File: src/rtl/mc_sequencer.sv
// mc_sequencer: multi-cycle control sequencer for the 32-bit, 4-bit-opcode core.
// Steps each instruction through FETCH/DECODE/EXEC/MEM/WB over one shared
// memory port and drives the datapath enables and selects from the state.
module mc_sequencer #(
  parameter int unsigned CNT_W = 32
) (
  input  logic             clk,
  input  logic             rst,
  input  logic [3:0]       opcode_i,
  input  logic [3:0]       funct_i,
  input  logic             alu_zero_i,
  input  logic             mem_ack_i,
  output logic             mem_req_o,
  output logic             mem_we_o,
  output logic             mem_addr_sel_o,
  output logic             ir_en_o,
  output logic             pc_en_o,
  output logic             pc_src_o,
  output logic [1:0]       alu_op_o,
  output logic             alu_src_imm_o,
  output logic             rf_we_o,
  output logic             wb_sel_mem_o,
  output logic             halted_o,
  output logic [CNT_W-1:0] instr_count_o
);

  localparam int unsigned OP_W   = 4;
  localparam int unsigned ALUOP_W = 2;

  localparam logic [OP_W-1:0] OP_NOP = OP_W'(0);
  localparam logic [OP_W-1:0] OP_ALU = OP_W'(1);
  localparam logic [OP_W-1:0] OP_LW  = OP_W'(2);
  localparam logic [OP_W-1:0] OP_SW  = OP_W'(3);
  localparam logic [OP_W-1:0] OP_BEQ = OP_W'(4);

  localparam logic [OP_W-1:0] FN_ADD = OP_W'(0);
  localparam logic [OP_W-1:0] FN_AND = OP_W'(1);

  localparam logic [ALUOP_W-1:0] ALU_ADD = ALUOP_W'(0);
  localparam logic [ALUOP_W-1:0] ALU_AND = ALUOP_W'(1);
  localparam logic [ALUOP_W-1:0] ALU_SUB = ALUOP_W'(2);

  typedef enum logic [2:0] {
    S_FETCH  = 3'd0,
    S_DECODE = 3'd1,
    S_EXEC   = 3'd2,
    S_MEM    = 3'd3,
    S_WB     = 3'd4,
    S_HALT   = 3'd5
  } state_e;

  state_e           state_q, state_d;
  logic             halted_q, halted_d;
  logic [CNT_W-1:0] count_q, count_d;
  logic             retire;
  logic             alu_legal;

  assign alu_legal = (opcode_i == OP_ALU) && ((funct_i == FN_ADD) || (funct_i == FN_AND));

  // State register; reset parks the sequencer at FETCH
  always_ff @(posedge clk) begin
    if (rst) begin
      state_q <= S_FETCH;
    end else begin
      state_q <= state_d;
    end
  end

  // Next-state and retire decode
  always_comb begin
    state_d = state_q;
    retire  = 1'b0;
    unique case (state_q)
      S_FETCH: begin
        if (mem_ack_i) state_d = S_DECODE;
      end
      S_DECODE: begin
        if (opcode_i == OP_NOP) begin
          retire  = 1'b1;
          state_d = S_FETCH;
        end else if (alu_legal || (opcode_i == OP_LW) || (opcode_i == OP_SW) ||
                     (opcode_i == OP_BEQ)) begin
          state_d = S_EXEC;
        end else begin
          state_d = S_HALT;
        end
      end
      S_EXEC: begin
        if (opcode_i == OP_ALU) begin
          state_d = S_WB;
        end else if ((opcode_i == OP_LW) || (opcode_i == OP_SW)) begin
          state_d = S_MEM;
        end else begin
          retire  = 1'b1;
          state_d = S_FETCH;
        end
      end
      S_MEM: begin
        if (mem_ack_i) begin
          if (opcode_i == OP_SW) begin
            retire  = 1'b1;
            state_d = S_FETCH;
          end else begin
            state_d = S_WB;
          end
        end
      end
      S_WB: begin
        retire  = 1'b1;
        state_d = S_FETCH;
      end
      S_HALT: begin
        state_d = S_HALT;
      end
      default: begin
        state_d = S_FETCH;
      end
    endcase
  end

  // Sticky halt flag and retired-instruction counter
  always_comb begin
    halted_d = halted_q | (state_d == S_HALT);
    count_d  = retire ? (count_q + CNT_W'(1)) : count_q;
  end

  // Status registers; cleared by reset
  always_ff @(posedge clk) begin
    if (rst) begin
      halted_q <= 1'b0;
      count_q  <= '0;
    end else begin
      halted_q <= halted_d;
      count_q  <= count_d;
    end
  end

  // Strobe/select decode from state; reset forces every output low immediately
  always_comb begin
    mem_req_o      = 1'b0;
    mem_we_o       = 1'b0;
    mem_addr_sel_o = 1'b0;
    ir_en_o        = 1'b0;
    pc_en_o        = 1'b0;
    pc_src_o       = 1'b0;
    alu_op_o       = ALU_ADD;
    alu_src_imm_o  = 1'b0;
    rf_we_o        = 1'b0;
    wb_sel_mem_o   = 1'b0;
    halted_o       = 1'b0;
    instr_count_o  = '0;
    if (!rst) begin
      halted_o      = halted_q;
      instr_count_o = count_q;
      unique case (state_q)
        S_FETCH: begin
          mem_req_o = 1'b1;
          ir_en_o   = mem_ack_i;
          pc_en_o   = mem_ack_i;
        end
        S_EXEC: begin
          if (opcode_i == OP_ALU) begin
            alu_op_o = (funct_i == FN_AND) ? ALU_AND : ALU_ADD;
          end else if ((opcode_i == OP_LW) || (opcode_i == OP_SW)) begin
            alu_src_imm_o = 1'b1;
          end else if (opcode_i == OP_BEQ) begin
            alu_op_o = ALU_SUB;
            pc_en_o  = alu_zero_i;
            pc_src_o = alu_zero_i;
          end
        end
        S_MEM: begin
          mem_req_o      = 1'b1;
          mem_addr_sel_o = 1'b1;
          mem_we_o       = (opcode_i == OP_SW);
        end
        S_WB: begin
          rf_we_o      = 1'b1;
          wb_sel_mem_o = (opcode_i == OP_LW);
        end
        default: begin
        end
      endcase
    end
  end

endmodule

File: config.mk
export PLATFORM = sky130hd
export DESIGN_NAME = mc_sequencer
export DESIGN_NICKNAME = d
export VERILOG_FILES = /design/src/rtl/mc_sequencer.sv
export SDC_FILE = /design/constraint.sdc
export NUM_CORES = 1
export LEC_CHECK = 0
export ABC_AREA = 1
export CAP_MARGIN = 20
export CORE_MARGIN = 2
export CORE_UTILIZATION = 50
export CTS_CLUSTER_SIZE = 25
export DETAILED_ROUTE_END_ITERATION = 8
export GPL_TIMING_DRIVEN = 0
export PLACE_DENSITY = 0.86
export SLEW_MARGIN = 5
export SYNTH_ARGS = -nofsm -noshare
export SYNTH_HDL_FRONTEND = slang
export SYNTH_SLANG_ARGS = --single-unit
File: constraint.sdc
create_clock -name clk -period 2.4 [get_ports clk]
set_input_delay 0.36 -clock clk [delete_from_list [all_inputs] [get_ports clk]]
set_output_delay 0.36 -clock clk [all_outputs]
set_load 0.05 [all_outputs]
=== Yosys cells after proc, flatten, opt, wreduce, memory -nomap -nowiden ===
Cells that the tools add are included.

* Input bits: 12
* Word-level logic and storage cells: 71
* Output and inout bits: 44
* Register bits after elaboration: 36

* Add/sub/neg operators: 1
* Reductions and logical operators: 10
* Equality and inequality tests: 11
* Bitwise logic cells: 1
* Mux-type cells: 45

{| class="wikitable"
|+ Operators with widths
! kind !! count
|-
| $add 32x1->32 const B || 1
|-
| $mux 32 || 1
|-
| $mux 1 || 29
|-
| $mux 3 || 6
|-
| $pmux 3 s5 || 1
|-
| $mux 2 || 6
|-
| $eq 3x3->1 const B || 3
|-
| $eq 4x1->1 const B || 2
|-
| $eq 4x2->1 const B || 2
|-
| $logic_not 4->1 || 2
|-
| $eq 3x2->1 const B || 2
|-
| $logic_or 1x1->1 || 5
|-
| $eq 4x3->1 const B || 1
|-
| $pmux 1 s4 || 1
|-
| $eq 3x1->1 const B || 1
|-
| $logic_not 3->1 || 1
|-
| $pmux 1 s2 || 1
|-
| $reduce_or 2->1 || 1
|-
| $logic_and 1x1->1 || 1
|-
| $or 1x1->1 || 1
|}

=== Logic depth before layout (Yosys ltp) ===
Gate-level depths: netlist of run 1.

* Depth in word-level cells: 11
* Gate-level depth with buffers: 11
* Mapped depth without buffers: 10

=== Least setup slack after synthesis of run 1 ===
OpenSTA, ideal clock, no wires.

* Kind: in2out
* Start point: input port opcode_i[3]
* End point: output port wb_sel_mem_o
* Buffers on the path: 0
* Path slack: -0.106 ns
* Required time: 2.040 ns
* Stages: 5
* Arrival: 2.146 ns
* Cell sequence: inv_1 > nand2_1 > nor2_1 > inv_1 > nor4_1

* Cells in the longest elaborated chain, start to end: 3

{| class="wikitable"
|+ Ends and longest elaborated chain
! what !! RTL line !! source
|-
| start: declaration || 9 || <nowiki>input logic [3:0] opcode_i,</nowiki>
|-
| $eq 4x2->1 || 179 || <nowiki>wb_sel_mem_o = (opcode_i == OP_LW);</nowiki>
|-
| $mux 1 || 155 || <nowiki>unique case (state_q)</nowiki>
|-
| $mux 1 || 152 || <nowiki>if (!rst) begin</nowiki>
|-
| end: declaration || 22 || <nowiki>output logic wb_sel_mem_o,</nowiki>
|}

Every way passes these cells.

=== Worst setup path after layout of run 1 ===
* Start point: input port rst
* End point: output port instr_count_o[0]

* Cells in the longest elaborated chain, start to end: 1

{| class="wikitable"
|+ Ends and longest elaborated chain
! what !! RTL line !! source
|-
| start: declaration || 8 || <nowiki>input logic rst,</nowiki>
|-
| $mux 32 || 152 ||
|-
| end: declaration || 24 || <nowiki>output logic [CNT_W-1:0] instr_count_o</nowiki>
|}

Every way passes these cells.

==> results of run 1 <==
-- cells in the final DEF (no fill, tap or decap), types with 8 or more instances in the layout --
cell | netlist | routed
a21oi_1 | 19 | 19
dlygate4sd2_1 | 0 | 34
dfxtp_1 | 36 | 36
nand2_1 | 134 | 134
inv_1 | 54 | 54
nor2_1 | 104 | 104
nor2_2 | 15 | 15
nand3_1 | 27 | 27
nand2_2 | 15 | 15
clkdlybuf4s50_1 | 0 | 13
a21oi_2 | 14 | 14
xor2_1 | 8 | 8
-- worst min-delay path, stage by stage, from the launching register on --
cell,delay [ns]
dfxtp_1,0.31
nand2_1,0.06
nand2_1,0.06
-- kinds of logic after synthesis --
group                    after synthesis
AND/OR/NAND/NOR                      313
buffers and inverters                 72
AO/OA/AOI/OAI                         39
flip-flops                            36
XOR/XNOR                               8
adder cells (fa/ha/maj)                1
-- layer usage --
metal / track usage [%] / up-vias / wire (um)
met4: 8.39 / 0 / 125
met5: 0 / - / 0
met3: 3.95 / 13 / 536
met2: 43.9 / 94 / 3520
li1: - / 1557 / -
met1: 35.0 / 1383 / 3310
-- state kept, by name (all words and copies together), names as in the netlist --
register and count:
halted_q 1, state_q 3, count_q 32
-- repair_timing --
action                                  CTS  global route
resized for setup                        49            12
endpoints found under the setup margin   44             9
cloned                                    0             0
-- final timing paths --
kind,endpoint,slack [ns],depth (start not counted)
worst min register to register,halted_q,0.46,2
worst max register to register,count_q[14],0.79,8
worst max-delay path,instr_count_o[0],0.03,4
worst min-delay path,halted_q,0.46,2
-- where the power goes --
part	internal, uW	switching (uW)
Clock	256	213
Combinational	70.3	149
Sequential	606	10.2
-- layout make-up --
type | instances | area (um2) | area share, %
clock buffers | 7 | 96.3 | 2.82
flip-flops and latches | 36 | 721 | 21.1
multi-input cells | 361 | 1700 | 49.9
well taps | 70 | 87.6 | 2.57
inverters | 58 | 219 | 6.41
repair buffers | 55 | 490 | 14.4
plain buffers | 14 | 95.1 | 2.79
-- stage by stage --
stage | hold slack [ns] | util, % | worst slack [ns] | cell area [um2]
finish | 0.456 | 66.0 | 0.0350 | 3410
CTS | 0.460 | 66.3 | 0.0168 | 3430
detailed placement | 0.441 | 65.1 | -0.507 | 3370
floorplan | 0.421 | - | 0.380 | 2730
global placement | 0.434 | 65.1 | -0.499 | 3370
global route | 0.514 | 66.0 | 0.000659 | 3410
==> results.yml, run 1 <==
status:
  status: "finished clean"
setup_path:
  cpMostUsedCell: "clkdlybuf4s50_1"
  cp_cell_sequence: "clkdlybuf4s50_1, clkbuf_2, nor2_1, clkdlybuf4s50_1"
  critPathTopFamily: "buffers and inverters"
  crit_type: "in -> out"
  cp-startpoint: "rst"
  path_buf_inv: 3
  worst_setup_path_start_kind: "primary input"
  cp_data_arrival_time_ns: 2.01
  path_max_fanout: 10
  cp-end-kind: "primary output"
  cp.required_ns: 2.04
  rr_startpoint: "count_q[0]"
  cpMaxStageDelayCell: "clkdlybuf4s50_1"
  max_stage_delay_ns: 0.80
detailed_routing:
  via_per_inst: 5.07
  drc: 0
  ant_nets: 0
  drt_iter0_drc: 213
  vias: 3047
  routed_wl_mm: 7.48
  post_drt_wl_per_cell_um: 12.5
  dr.pass1.iters: 4
logic_synthesis:
  yosysTopAreaCell: "dfxtp_1"
  synth.area.top_cells: "dfxtp_1 (27%), nand2_1 (19%), nor2_1 (14%)"
  synth_top_family_by_area: "simple AND/OR/NAND/NOR gates"
  syn-num-nets: 482
  synth_cell_type_count: 30
  syn_avg_cell_area_um2: 5.79
  synth_area_mm2: 0.00272
  synth.most_common_cell: "nand2_1"
  yosys-top-cells-count: "nand2_1 (134), nor2_1 (104), inv_1 (54)"
  synth-simple-area-share_pct: 50.1
  synth-edff-count: 0
  synth_xor_area_share_pct: 2.58
  synthArstFlopShare_pct: 0
  yosysTopAreaCellShare_pct: 26.5
  synth-adder-area-share_pct: 0.460
  synthCells: 469
  synth_compound_area_share_pct: 9.12
  ys.warnings.count: 0
  ys_seq_area_share_pct: 26.5
  ys_ff_latch: 36
  muxShareOfSynthArea_pct: 0
  synth_ff_type: "dfxtp_1"
cells_and_area:
  drive_gt1_share_pct: 15.4
  fin_nets: 544
  fillers: 490
  antenna_cells: 0
  syn_to_final_growth_pct: 25.6
  fin_cells: 601
power:
  power.total_uw: 1310
  leakagePower_uw: 0.00148
  power.density_mw_per_mm2: 382
  vdd_drop_max_v: 0.000293
floorplan:
  core_mm2: 0.00517
  chipWidth_um: 77.7
  start_util_pct: 52.5
  io_pins: 56
  die_area_mm2: 0.00604
  rows: 26
  die_height_um: 77.7
cts:
  post_cts_buffers: 0
  tritoncts: "built"
  clk_pin_slew_ns: 0.07
  clockBufferDepth: 2
  cts_sinks: 36
  cts_buffers: 5
  htreeDepth: 2
  root_buffer: "clkbuf_8"
  cts_hold_buffers: 0
  clock_latency_ns: 0.29
timing:
  slew_headroom_pct: 55.9
  worst_pin_slew_ns: 0.661
  rsz0062_at_grt: "false"
  tns_ns: 0
  max_freq_mhz: 423
  hold_viol_final: 0
  maxSlewViolCount: 0
  finalCritPeriodShare_pct: 98.5
  finClkSkew_ns: 0.00881
  period_needed_ns: 2.37
  setup_violations: 0
placement:
  gp_congestion: 0.942
  dp_cells: 594
  hpwl_mm: 5.84
  port_buffers: 55
global_routing:
  overflow: 0
  grt_max_degree: 11
  grt_pass1_wl_mm: 13.0
  grt_pass1_vias: 2893
  antenna_found_initial: 0
  grt.total_usage_pct: 26.4
min_path:
  hp-start: "halted_q"
  min_path_type: "reg -> reg"
run:
  maxCapViolCount: 0
Power figures use the tool's default switching activity.
==> inputs of run 2 (changes only) <==
- CAP_MARGIN: 20 -> default
==> results of run 2 <==
No change in the layout: final DEF, timing and power equal those of run 1.
